`src/rtl/imem_byte_writer_if.sv`:
```
// imem_byte_writer_if: loader-side word stream, session status and byte-wide memory write port
interface imem_byte_writer_if #(
   parameter int INSTRUCTION_SIZE = 32
);
   logic                        Start;
   logic [31:0]                 BaseAddress;
   logic [15:0]                 WordCount;
   logic [INSTRUCTION_SIZE-1:0] WordData;
   logic                        WordValid;
   logic                        WordReady;
   logic                        MemWriteEnable;
   logic [31:0]                 MemWriteAddress;
   logic [7:0]                  MemWriteData;
   logic                        Busy;
   logic                        Done;
   logic                        Error;
   logic                        CpuHold;
   logic [INSTRUCTION_SIZE-1:0] Checksum;

   // master: the program loader and the memory observer
   modport master (
      output Start, BaseAddress, WordCount, WordData, WordValid,
      input  WordReady, MemWriteEnable, MemWriteAddress, MemWriteData,
      input  Busy, Done, Error, CpuHold, Checksum
   );

   // slave: the byte writer itself
   modport slave (
      input  Start, BaseAddress, WordCount, WordData, WordValid,
      output WordReady, MemWriteEnable, MemWriteAddress, MemWriteData,
      output Busy, Done, Error, CpuHold, Checksum
   );
endinterface

```
`src/rtl/imem_byte_writer.sv`:
```
// imem_byte_writer: commits streamed 32-bit words as four little-endian byte writes, holding the core in reset until the load completes
module imem_byte_writer #(
   parameter int INSTRUCTION_SIZE = 32,
   parameter int MEM_SIZE         = 1024
) (
   input logic                clk,
   input logic                rst_n,
   imem_byte_writer_if.slave  bus
);
   typedef enum logic [2:0] {IDLE, WAIT_WORD, WRITE, DONE, ERR} state_t;

   state_t                      r_state;
   logic [31:0]                 r_addr;
   logic [15:0]                 r_rem;
   logic [INSTRUCTION_SIZE-1:0] r_word;
   logic [1:0]                  r_idx;
   logic                        r_ready;
   logic                        r_we;
   logic [31:0]                 r_waddr;
   logic [7:0]                  r_wdata;
   logic                        r_busy;
   logic                        r_done;
   logic                        r_error;
   logic                        r_hold;
   logic [INSTRUCTION_SIZE-1:0] r_sum;

   logic [33:0] w_end;
   logic        w_oob;
   logic        w_take;
   logic        w_last_word;
   logic [1:0]  w_idx_nxt;
   logic [7:0]  w_byte;

   // End of session computed in 34 bits so a high base plus a large count cannot wrap past the bound
   assign w_end       = {2'b00, bus.BaseAddress[31:2], 2'b00} + {16'b0, bus.WordCount, 2'b00};
   assign w_oob       = w_end > 34'(MEM_SIZE);
   assign w_take      = bus.WordValid && r_ready;
   assign w_last_word = r_rem == 16'd1;
   assign w_idx_nxt   = r_idx + 2'd1;
   assign w_byte      = 8'(r_word >> {w_idx_nxt, 3'b000});

   // Session FSM; every output is a register so the memory port sees clean, glitch-free strobes
   always_ff @(posedge clk or negedge rst_n) begin
      if (!rst_n) begin
         r_state <= IDLE;
         r_addr  <= '0;
         r_rem   <= '0;
         r_word  <= '0;
         r_idx   <= '0;
         r_ready <= 1'b0;
         r_we    <= 1'b0;
         r_waddr <= '0;
         r_wdata <= '0;
         r_busy  <= 1'b0;
         r_done  <= 1'b0;
         r_error <= 1'b0;
         r_hold  <= 1'b1;
         r_sum   <= '0;
      end else begin
         r_we    <= 1'b0;
         r_waddr <= '0;
         r_wdata <= '0;
         r_done  <= 1'b0;
         case (r_state)
            IDLE: begin
               if (bus.Start) begin
                  r_error <= 1'b0;
                  r_sum   <= '0;
                  r_hold  <= 1'b1;
                  r_addr  <= {bus.BaseAddress[31:2], 2'b00};
                  r_rem   <= bus.WordCount;
                  if (bus.WordCount == 16'd0) begin
                     r_state <= DONE;
                     r_done  <= 1'b1;
                     r_hold  <= 1'b0;
                     r_busy  <= 1'b1;
                  end else if (w_oob) begin
                     r_state <= ERR;
                     r_error <= 1'b1;
                  end else begin
                     r_state <= WAIT_WORD;
                     r_ready <= 1'b1;
                     r_busy  <= 1'b1;
                  end
               end
            end
            WAIT_WORD: begin
               if (w_take) begin
                  r_word  <= bus.WordData;
                  r_sum   <= r_sum + bus.WordData;
                  r_idx   <= 2'd0;
                  r_ready <= 1'b0;
                  r_we    <= 1'b1;
                  r_waddr <= r_addr;
                  r_wdata <= bus.WordData[7:0];
                  r_state <= WRITE;
               end
            end
            WRITE: begin
               if (r_idx == 2'd3) begin
                  r_addr <= r_addr + 32'd4;
                  r_rem  <= r_rem - 16'd1;
                  if (w_last_word) begin
                     r_state <= DONE;
                     r_done  <= 1'b1;
                     r_hold  <= 1'b0;
                  end else begin
                     r_state <= WAIT_WORD;
                     r_ready <= 1'b1;
                  end
               end else begin
                  r_idx   <= w_idx_nxt;
                  r_we    <= 1'b1;
                  r_waddr <= r_addr + {30'b0, w_idx_nxt};
                  r_wdata <= w_byte;
               end
            end
            DONE: begin
               r_state <= IDLE;
               r_busy  <= 1'b0;
            end
            ERR: r_state <= IDLE;
            default: r_state <= IDLE;
         endcase
      end
   end

   assign bus.WordReady       = r_ready;
   assign bus.MemWriteEnable  = r_we;
   assign bus.MemWriteAddress = r_waddr;
   assign bus.MemWriteData    = r_wdata;
   assign bus.Busy            = r_busy;
   assign bus.Done            = r_done;
   assign bus.Error           = r_error;
   assign bus.CpuHold         = r_hold;
   assign bus.Checksum        = r_sum;
endmodule
```
`src/flat_wrapper.sv`:
```
// flat-port wrapper written by rule: the top's interface ports become plain ports
module imem_byte_writer_flat 
#(
   parameter int INSTRUCTION_SIZE = 32,
   parameter int MEM_SIZE         = 1024
)
  (clk, rst_n, bus_Start, bus_BaseAddress, bus_WordCount, bus_WordData, bus_WordValid, bus_WordReady, bus_MemWriteEnable, bus_MemWriteAddress, bus_MemWriteData, bus_Busy, bus_Done, bus_Error, bus_CpuHold, bus_Checksum);
  imem_byte_writer_if #(.INSTRUCTION_SIZE(INSTRUCTION_SIZE)) bus_i ();
  input logic clk;
  input logic rst_n;
  input wire logic [$bits(bus_i.Start)-1:0] bus_Start;
  input wire logic [$bits(bus_i.BaseAddress)-1:0] bus_BaseAddress;
  input wire logic [$bits(bus_i.WordCount)-1:0] bus_WordCount;
  input wire logic [$bits(bus_i.WordData)-1:0] bus_WordData;
  input wire logic [$bits(bus_i.WordValid)-1:0] bus_WordValid;
  output wire logic [$bits(bus_i.WordReady)-1:0] bus_WordReady;
  output wire logic [$bits(bus_i.MemWriteEnable)-1:0] bus_MemWriteEnable;
  output wire logic [$bits(bus_i.MemWriteAddress)-1:0] bus_MemWriteAddress;
  output wire logic [$bits(bus_i.MemWriteData)-1:0] bus_MemWriteData;
  output wire logic [$bits(bus_i.Busy)-1:0] bus_Busy;
  output wire logic [$bits(bus_i.Done)-1:0] bus_Done;
  output wire logic [$bits(bus_i.Error)-1:0] bus_Error;
  output wire logic [$bits(bus_i.CpuHold)-1:0] bus_CpuHold;
  output wire logic [$bits(bus_i.Checksum)-1:0] bus_Checksum;
  assign bus_i.Start = bus_Start;
  assign bus_i.BaseAddress = bus_BaseAddress;
  assign bus_i.WordCount = bus_WordCount;
  assign bus_i.WordData = bus_WordData;
  assign bus_i.WordValid = bus_WordValid;
  assign bus_WordReady = bus_i.WordReady;
  assign bus_MemWriteEnable = bus_i.MemWriteEnable;
  assign bus_MemWriteAddress = bus_i.MemWriteAddress;
  assign bus_MemWriteData = bus_i.MemWriteData;
  assign bus_Busy = bus_i.Busy;
  assign bus_Done = bus_i.Done;
  assign bus_Error = bus_i.Error;
  assign bus_CpuHold = bus_i.CpuHold;
  assign bus_Checksum = bus_i.Checksum;
  imem_byte_writer #(.INSTRUCTION_SIZE(INSTRUCTION_SIZE), .MEM_SIZE(MEM_SIZE)) u_core (.clk(clk), .rst_n(rst_n), .bus(bus_i));
endmodule
```
`config.mk`:
```
export PLATFORM = sky130hd
export DESIGN_NAME = imem_byte_writer_flat
export DESIGN_NICKNAME = d
export VERILOG_FILES = /design/src/rtl/imem_byte_writer_if.sv /design/src/rtl/imem_byte_writer.sv /design/src/flat_wrapper.sv
export SDC_FILE = /design/constraint.sdc
export NUM_CORES = 1
export LEC_CHECK = 0
export CAP_MARGIN = 20
export CELL_PAD_IN_SITES_DETAIL_PLACEMENT = 1
export CELL_PAD_IN_SITES_GLOBAL_PLACEMENT = 1
export CORE_MARGIN = 3
export CORE_UTILIZATION = 38
export DETAILED_ROUTE_END_ITERATION = 10
export DONT_BUFFER_PORTS = 1
export PLACE_DENSITY_LB_ADDON = 0.1
export SLEW_MARGIN = 20
export SYNTH_ARGS = -nofsm -noshare
export SYNTH_HDL_FRONTEND = slang
export SYNTH_SLANG_ARGS = --single-unit
```
`constraint.sdc`:
```
create_clock -name clk -period 4.3 [get_ports clk]
set_input_delay 0.86 -clock clk [delete_from_list [all_inputs] [get_ports clk]]
set_output_delay 0.86 -clock clk [all_outputs]
set_load 0.01 [all_outputs]
```
==> metrics.txt, run 1 <==
# TYPE chip_impl_metric gauge
chip_impl_metric{name="post-cts-setup-buffers",unit=""} 0
chip_impl_metric{name="vias",unit=""} 9367
chip_impl_info{name="leading_register_cell_type_out_of_synthesis",value="sky130_fd_sc_hd__dfrtp_1"} 1
chip_impl_metric{name="cts_hold_buffers",unit=""} 0
chip_impl_metric{name="timing.final.setup_violations",unit=""} 0
chip_impl_metric{name="num-fill-cells",unit=""} 3130
chip_impl_info{name="crit_slowest_cell",value="sky130_fd_sc_hd__a221oi_1"} 1
chip_impl_info{name="layout.cells.most_common",value="sky130_fd_sc_hd__nand2_1"} 1
chip_impl_metric{name="synth_fp_nets",unit=""} 1394
chip_impl_info{name="crit_path_start_kind",value="flop"} 1
chip_impl_metric{name="antenna_found_initial",unit=""} 0
chip_impl_metric{name="detailed_place_hpwl",unit="mm"} 25.5
chip_impl_metric{name="pwr_density_cell",unit="nW/µm²"} 677
chip_impl_info{name="critical_path.startpoint",value="u_core.bus.Checksum[0]$_DFFE_PN0P_"} 1
chip_impl_metric{name="sequential_cell_area",unit="µm²"} 4030
chip_impl_metric{name="placementRows",unit=""} 59
chip_impl_metric{name="globalRouteOverflowTotal",unit=""} 0
chip_impl_metric{name="final_max_slew_viol_count",unit=""} 0
chip_impl_metric{name="cts.htree.levels",unit=""} 4
chip_impl_metric{name="numCtsBuffers",unit=""} 17
chip_impl_metric{name="max_cap_violations",unit=""} 0
chip_impl_metric{name="grt_start_max_net_pins",unit=""} 162
chip_impl_metric{name="max_slew.worst_pin.slew",unit="ps"} 851
chip_impl_metric{name="switching_share",unit=""} 0.434
chip_impl_metric{name="port_buffers",unit=""} 0
chip_impl_metric{name="grt_first_pass_wirelength",unit="mm"} 54.3
chip_impl_metric{name="fp.dieArea",unit="µm²"} 29100
chip_impl_metric{name="area_growth_syn_to_layout",unit="%"} 8.42
chip_impl_metric{name="p_int",unit="W"} 0.00429
chip_impl_metric{name="max_slew_margin",unit=""} 0.431
chip_impl_metric{name="crit_fanout",unit=""} 3
chip_impl_metric{name="num_antenna_cells",unit=""} 0
chip_impl_info{name="crit_top_cell",value="sky130_fd_sc_hd__o21ai_0"} 1
chip_impl_metric{name="placer_congestion_estimate",unit=""} 0.866
chip_impl_info{name="cp-end-kind",value="flop"} 1
chip_impl_metric{name="power_switching",unit="W"} 0.00328
chip_impl_metric{name="path_buf_inv",unit=""} 0
chip_impl_metric{name="finalHoldViolations",unit=""} 0
chip_impl_info{name="setup.worst_path.class",value="flop to flop"} 1
chip_impl_metric{name="grt_pass1_vias",unit=""} 9623
chip_impl_metric{name="initial_core_util",unit=""} 0.391
chip_impl_metric{name="min_period",unit="ps"} 3540
chip_impl_info{name="kind_of_cell_with_the_highest_combined_delay_on_the_critical_path",value="compound AO/OA/AOI/OAI gates"} 1
chip_impl_metric{name="synth_async_sr_flop_share",unit=""} 1.00
chip_impl_metric{name="combPwrFrac",unit=""} 0.385
chip_impl_metric{name="cts.sink_count",unit=""} 161
chip_impl_metric{name="achievable-frequency",unit="MHz"} 283
chip_impl_metric{name="detailed_place.area",unit="µm²"} 10600
chip_impl_info{name="hold_path_class",value="input pin to asynchronous set/reset pin"} 1
chip_impl_metric{name="fin_worst_skew",unit="ps"} 13.4
chip_impl_info{name="mostFrequentLayoutCells",value="sky130_fd_sc_hd__nand2_1 (214), sky130_fd_sc_hd__dfrtp_1 (160), sky130_fd_sc_hd__o21ai_0 (130)"} 1
chip_impl_metric{name="ys_seq_elements",unit=""} 161
chip_impl_metric{name="ant_nets",unit=""} 0
chip_impl_metric{name="die_h",unit="µm"} 171
chip_impl_metric{name="all_layer_gr_usage",unit=""} 0.237
chip_impl_metric{name="synthDistinctLibCells",unit=""} 74
chip_impl_metric{name="post-route-cell-area",unit="µm²"} 11200
chip_impl_metric{name="final_layout_size_suffix_gt1_frac",unit=""} 0.0578
chip_impl_metric{name="critPathArrivalTime",unit="ps"} 3830
chip_impl_metric{name="drt-vias-per-instance",unit=""} 5.99
chip_impl_metric{name="post_synth.cell_area_avg",unit="µm²"} 8.21
chip_impl_metric{name="synth_seq_area_share",unit=""} 0.391
chip_impl_info{name="grt_setup_unrepaired",value="no"} 1
chip_impl_metric{name="fin_setup_tns",unit="ps"} 0
chip_impl_metric{name="ys.warnings.count",unit=""} 0
chip_impl_info{name="clockRootBuffer",value="sky130_fd_sc_hd__clkbuf_16"} 1
chip_impl_metric{name="clk_latency",unit="ps"} 430
chip_impl_metric{name="reg_power_frac",unit=""} 0.399
chip_impl_info{name="crit-reg2reg-launch",value="u_core.bus.Checksum[0]$_DFFE_PN0P_"} 1
chip_impl_metric{name="fin_nets",unit=""} 1353
chip_impl_metric{name="drc_errors",unit=""} 0
chip_impl_metric{name="r2r_setup_slack",unit="ps"} 760
chip_impl_metric{name="core_area",unit="µm²"} 26400
chip_impl_metric{name="netlist_instances",unit=""} 1256
chip_impl_metric{name="path_clk_slew",unit="ps"} 80
chip_impl_metric{name="multi_input_comb_area",unit="µm²"} 5950
chip_impl_metric{name="worst_path_largest_cell_delay",unit="ps"} 530
chip_impl_metric{name="synth_area",unit="µm²"} 10300
chip_impl_metric{name="leakage",unit="nW"} 4.94
chip_impl_info{name="cts_tree",value="yes"} 1
chip_impl_metric{name="peakVddDrop",unit="mV"} 0.218
chip_impl_metric{name="boundaryPins",unit=""} 162
chip_impl_info{name="status",value="finished clean"} 1
chip_impl_metric{name="min_period_over_period",unit=""} 0.823
chip_impl_metric{name="cts_resized",unit=""} 0
chip_impl_metric{name="die_wd",unit="µm"} 171
chip_impl_metric{name="routedWlPerCell",unit="µm"} 21.9
chip_impl_metric{name="first_pass_iters",unit=""} 4
chip_impl_info{name="crit_path_cells",value="ha_1 -> fa_1 -> a211oi_1 -> o21bai_1 -> a21oi_1 -> o21ai_0 -> a221oi_1 -> o31ai_1 -> o21ai_0 -> xor2_1 -> o21ai_0"} 1
chip_impl_metric{name="worst-endpoint-required",unit="ps"} 4590
chip_impl_metric{name="total_routed_wirelength",unit="mm"} 34.2
chip_impl_metric{name="clockPowerShare",unit=""} 0.216
chip_impl_metric{name="drt_first_iter_violations",unit=""} 469
chip_impl_metric{name="synth_edf_count",unit=""} 0
chip_impl_metric{name="ctsLongestPathBuffers",unit=""} 2
==> per-layer routing <==
layer | up-vias | wire length (µm) | track usage
met4 | 0 | 758 | 0.0705
met3 | 38 | 1980 | 0.0529
met5 | - | 0 | 0
li1 | 4448 | - | -
met2 | 215 | 16200 | 0.389
met1 | 4666 | 15300 | 0.313
==> cells in the mapped netlist (all sizes together), types with 5 or more instances <==
cell      n  area share
or3       6      0.0036
nor4     11      0.0067
a21oi   123       0.060
inv      20      0.0073
o21bai    7      0.0051
xnor2    14       0.012
mux4      8       0.017
ha       52       0.063
and2     24       0.015
o41ai     6      0.0051
mux2i     6      0.0058
a21o     19       0.014
a211o     5      0.0042
o31ai     9      0.0066
and3     15      0.0091
a22oi     6      0.0044
xor2     20       0.017
nand2   215       0.078
nand2b   10      0.0061
clkbuf   64       0.023
a211oi    9      0.0066
buf       7      0.0035
dfrtp   160        0.39
o211ai    7      0.0051
a31oi    13      0.0079
nand4    19       0.012
o21a      6      0.0044
o21ai   130       0.063
nand3    83       0.040
nor2     90       0.033
nor3     25       0.013
o22ai    11      0.0067
==> sequential cells by signal, summed over array words and instances (netlist names), 2 cells and up <==
register and cells:
u_core.r_rem 16, u_core.bus.MemWriteAddress 32, u_core.r_state 3, u_core.bus.Checksum 32, u_core.r_idx 2, u_core.bus.MemWriteData 8, u_core.r_word 32, u_core.r_addr 30
==> cell families after synthesis <==
logic type | after synthesis | synth area share
other cells | 1 | 0.000364
xor+xnor | 34 | 0.0289
flops | 161 | 0.391
fa+ha+maj | 54 | 0.0670
simple gates | 519 | 0.234
buf+inv | 91 | 0.0341
mux | 16 | 0.0255
compound gates | 380 | 0.220
==> stage by stage <==
step | worst slack (ps) | instances | power (W) | util | hold WS (ps)
finish | 761 | 1563 | 0.00757 | 0.424 | 111
global route | 469 | 1563 | 0.00822 | 0.424 | 85.4
CTS | 704 | 1563 | 0.00763 | 0.424 | 96.9
detailed placement | 355 | 1531 | 0.00597 | 0.400 | 460
global placement | 402 | 1531 | 0.00589 | 0.400 | 456
floorplan | 925 | 1256 | 0.00508 | - | 440
==> worst reg2reg max path, delay by kind of cell (launching register included) <==
family	cells	cell delay [ps]
compound gates	8	2080
xor+xnor	1	170
fa+ha+maj	2	720
flops	1	430
==> worst paths after layout <==
kind,end,depth (start not counted)
min in group clk,u_core.r_word[23]$_DFFE_PN0P_,2
max,u_core.bus.Checksum[30]$_DFFE_PN0P_,11
max reg2reg,u_core.bus.Checksum[30]$_DFFE_PN0P_,11
max in group asynchronous,u_core.bus.CpuHold$_DFFE_PN1P_,0
min,u_core.bus.Checksum[17]$_DFFE_PN0P_,0
min reg2reg,u_core.r_word[23]$_DFFE_PN0P_,2
==> power by group through the flow <==
stage | combinational, W | clock (W) | sequential, W
after CTS | 0.00294 | 0.00166 | 0.00303
after detailed placement | 0.00292 | 0 | 0.00306
after floorplan | 0.00236 | 0 | 0.00272
final | 0.00291 | 0.00163 | 0.00302
after global placement | 0.00285 | 0 | 0.00304
after global routing | 0.00336 | 0.00173 | 0.00313
==> final cells by class <==
type / count / share of cell area
flip-flops and latches: 161 / 0.360
clock buffers: 17 / 0.0381
well taps: 335 / 0.0375
multi-input cells: 1004 / 0.532
clock inverters: 15 / 0.0179
repair buffers: 11 / 0.00739
inverters: 20 / 0.00672
Power figures use the tool's default switching activity.
==> run 2: changes to the inputs <==
Clock period 4.3 ns to 3.55 ns, I/O delays scaled along.
==> metrics.txt, run 2 (synthesis gave the netlist of run 1 again) <==
# TYPE chip_impl_metric gauge
chip_impl_info{name="status",value="finished, violations left"} 1
chip_impl_info{name="violations",value="negative hold slack"} 1
chip_impl_metric{name="core_area",unit="µm²"} 26400
chip_impl_metric{name="ant_nets",unit=""} 0
chip_impl_info{name="critical_path.endpoint",value="u_core.bus.Checksum[30]$_DFFE_PN0P_"} 1
chip_impl_info{name="worst_r2r_end",value="u_core.bus.Checksum[30]$_DFFE_PN0P_"} 1
chip_impl_info{name="critical_path.startpoint",value="u_core.bus.Checksum[0]$_DFFE_PN0P_"} 1
chip_impl_metric{name="cp_num_cells",unit=""} 11
chip_impl_info{name="crit_slowest_cell",value="sky130_fd_sc_hd__dfrtp_1"} 1
chip_impl_metric{name="timing.final.setup_violations",unit=""} 0
chip_impl_metric{name="path_buf_inv",unit=""} 0
chip_impl_metric{name="vias",unit=""} 9376
chip_impl_metric{name="leakage",unit="nW"} 5.08
chip_impl_info{name="clockRootBuffer",value="sky130_fd_sc_hd__clkbuf_16"} 1
chip_impl_metric{name="routedWlPerCell",unit="µm"} 21.8
chip_impl_info{name="crit_path_cells",value="ha_1 -> fa_1 -> a211oi_1 -> o21bai_1 -> a21oi_1 -> o21ai_0 -> a221oi_2 -> o31ai_1 -> o21ai_0 -> xor2_1 -> o21ai_0"} 1
chip_impl_metric{name="first_pass_iters",unit=""} 5
chip_impl_metric{name="achievable-frequency",unit="MHz"} 312
chip_impl_metric{name="numCtsBuffers",unit=""} 17
chip_impl_metric{name="placementRows",unit=""} 59
chip_impl_metric{name="max_slew_margin",unit=""} 0.438
chip_impl_metric{name="pwr_density_cell",unit="nW/µm²"} 813
chip_impl_metric{name="detailed_place_hpwl",unit="mm"} 25.9
chip_impl_metric{name="final_max_slew_viol_count",unit=""} 0
chip_impl_metric{name="min_period",unit="ps"} 3210
chip_impl_metric{name="placer_congestion_estimate",unit=""} 0.880
chip_impl_metric{name="finalHoldViolations",unit=""} 31
chip_impl_metric{name="worst_path_largest_cell_delay",unit="ps"} 430
chip_impl_metric{name="worst-endpoint-required",unit="ps"} 3850
chip_impl_info{name="crit-reg2reg-launch",value="u_core.bus.Checksum[0]$_DFFE_PN0P_"} 1
chip_impl_info{name="cp-end-kind",value="flop"} 1
chip_impl_metric{name="cts.htree.levels",unit=""} 4
chip_impl_info{name="cts_tree",value="yes"} 1
chip_impl_metric{name="drt-vias-per-instance",unit=""} 5.90
chip_impl_metric{name="min_period_over_period",unit=""} 0.903
chip_impl_info{name="mostFrequentLayoutCells",value="sky130_fd_sc_hd__nand2_1 (215), sky130_fd_sc_hd__dfrtp_1 (160), sky130_fd_sc_hd__o21ai_0 (130)"} 1
chip_impl_metric{name="num_antenna_cells",unit=""} 0
chip_impl_info{name="grt_setup_unrepaired",value="no"} 1
chip_impl_metric{name="initial_core_util",unit=""} 0.391
chip_impl_info{name="crit_path_start_kind",value="flop"} 1
chip_impl_metric{name="area_growth_syn_to_layout",unit="%"} 10.3
chip_impl_metric{name="clk_latency",unit="ps"} 440
chip_impl_metric{name="path_clk_slew",unit="ps"} 70
chip_impl_metric{name="port_buffers",unit=""} 0
chip_impl_metric{name="fp.dieArea",unit="µm²"} 29100
chip_impl_info{name="hold_path_class",value="input pin to asynchronous set/reset pin"} 1
chip_impl_info{name="crit_top_cell",value="sky130_fd_sc_hd__o21ai_0"} 1
chip_impl_metric{name="fin_hold_ws",unit="ps"} -32.7
chip_impl_metric{name="fin_nets",unit=""} 1379
chip_impl_metric{name="drt_first_iter_violations",unit=""} 458
chip_impl_metric{name="grt_first_pass_wirelength",unit="mm"} 54.8
chip_impl_metric{name="die_wd",unit="µm"} 171
chip_impl_metric{name="ctsLongestPathBuffers",unit=""} 2
chip_impl_info{name="kind_of_cell_with_the_highest_combined_delay_on_the_critical_path",value="compound AO/OA/AOI/OAI gates"} 1
chip_impl_metric{name="all_layer_gr_usage",unit=""} 0.239
chip_impl_metric{name="drc_errors",unit=""} 0
chip_impl_metric{name="boundaryPins",unit=""} 162
chip_impl_metric{name="fin_worst_skew",unit="ps"} 18.2
chip_impl_metric{name="max_cap_violations",unit=""} 0
chip_impl_info{name="layout.cells.most_common",value="sky130_fd_sc_hd__nand2_1"} 1
chip_impl_metric{name="die_h",unit="µm"} 171
chip_impl_metric{name="cts.sink_count",unit=""} 161
chip_impl_metric{name="detailed_place.area",unit="µm²"} 10800
chip_impl_metric{name="crit_fanout",unit=""} 3
chip_impl_metric{name="globalRouteOverflowTotal",unit=""} 0
chip_impl_metric{name="post-route-cell-area",unit="µm²"} 11400
chip_impl_info{name="setup.worst_path.class",value="flop to flop"} 1
chip_impl_metric{name="post-cts-setup-buffers",unit=""} 0
chip_impl_metric{name="r2r_setup_slack",unit="ps"} 340
chip_impl_metric{name="critPathArrivalTime",unit="ps"} 3510
chip_impl_metric{name="grt_pass1_vias",unit=""} 9763
chip_impl_metric{name="antenna_found_initial",unit=""} 0
chip_impl_metric{name="max_slew.worst_pin.slew",unit="ps"} 842
chip_impl_metric{name="report.power.total",unit="W"} 0.00925
chip_impl_metric{name="peakVddDrop",unit="mV"} 0.387
chip_impl_metric{name="grt_start_max_net_pins",unit=""} 162
chip_impl_metric{name="final_layout_size_suffix_gt1_frac",unit=""} 0.0774
chip_impl_metric{name="worstRegToRegCells",unit=""} 11
chip_impl_metric{name="total_routed_wirelength",unit="mm"} 34.7
-- run 2: changes by cell type in the layout (fill, tap and decap cells not counted) --
cell                         delta
sky130_fd_sc_hd__buf_4         +25
sky130_fd_sc_hd__clkinv_8       -1
sky130_fd_sc_hd__clkinv_2       +1
sky130_fd_sc_hd__nand2_1        +1
sky130_fd_sc_hd__bufinv_16      -1
sky130_fd_sc_hd__a221oi_1       -1
sky130_fd_sc_hd__clkinvlp_4     -2
sky130_fd_sc_hd__clkbuf_8       +3
sky130_fd_sc_hd__nand2_2        -1
sky130_fd_sc_hd__buf_12         +1
sky130_fd_sc_hd__a221oi_2       +1
-- run 2: area by class of cell --
| cell class | instances | area (µm²) |
|---|---|---|
| fillers | 3097 | 15000 |
| multi-input cells | 1004 | 5950 |
| flip-flops and latches | 161 | 4030 |
| clock buffers | 20 | 467 |
| well taps | 335 | 419 |
| repair buffers | 37 | 290 |
| clock inverters | 12 | 144 |
| inverters | 20 | 75.1 |
-- run 2: repair_timing --
item / 4_1_cts / 5_1_grt
hold endpoints to repair: 160 / 160
setup endpoints to repair: 0 / 1
gates resized for setup: 0 / 1
-- run 2: report_power, final --
part	total (W)	switching, W	internal (W)
combinational	0.00368	0.00217	0.00151
clock	0.00193	0.000822	0.00111
sequential	0.00363	0.00100	0.00263
total	0.00925	0.00399	0.00525
-- run 2: how the worst min path moves through the flow --
stage                     start                             endpoint  slack, ps  cells after the start
after floorplan           rst_n          u_core.bus.Busy$_DFFE_PN0P_        410                      0
after global placement    rst_n  u_core.bus.Checksum[17]$_DFFE_PN0P_        420                      0
after detailed placement  rst_n  u_core.bus.Checksum[17]$_DFFE_PN0P_        420                      0
after CTS                 rst_n  u_core.bus.Checksum[17]$_DFFE_PN0P_        -60                      0
after global routing      rst_n  u_core.bus.Checksum[17]$_DFFE_PN0P_        -60                      0
final                     rst_n  u_core.bus.Checksum[17]$_DFFE_PN0P_        -30                      0
-- run 2: worst reg2reg max path: stages (launching register included) --
cell	delay, ps
sky130_fd_sc_hd__dfrtp_1	430
sky130_fd_sc_hd__ha_1	270
sky130_fd_sc_hd__fa_1	410
sky130_fd_sc_hd__a211oi_1	290
sky130_fd_sc_hd__o21bai_1	130
sky130_fd_sc_hd__a21oi_1	200
sky130_fd_sc_hd__o21ai_0	290
sky130_fd_sc_hd__a221oi_2	400
sky130_fd_sc_hd__o31ai_1	160
sky130_fd_sc_hd__o21ai_0	230
sky130_fd_sc_hd__xor2_1	170
sky130_fd_sc_hd__o21ai_0	90
-- run 2: per-layer routing --
metal,global-route usage,part of all wire,vias to the layer above
met5,0,0,-
met4,0.0653,0.020,0
met3,0.0497,0.053,39
met2,0.405,0.48,186
met1,0.311,0.44,4647
li1,-,-,4504
-- run 2: metrics by stage --
step / hold slack [ps] / setup WS, ps / utilization / setup TNS (ps) / std cells
after global routing: -62.3 / 97.8 / 0.432 / 0 / 1589
after global placement: 418 / 21.1 / 0.408 / 0 / 1557
after floorplan: 414 / 325 / - / 0 / 1256
final: -32.7 / 343 / 0.432 / 0 / 1589
after CTS: -57.8 / 157 / 0.431 / 0 / 1589
after detailed placement: 418 / -46.1 / 0.408 / -46.1 / 1557
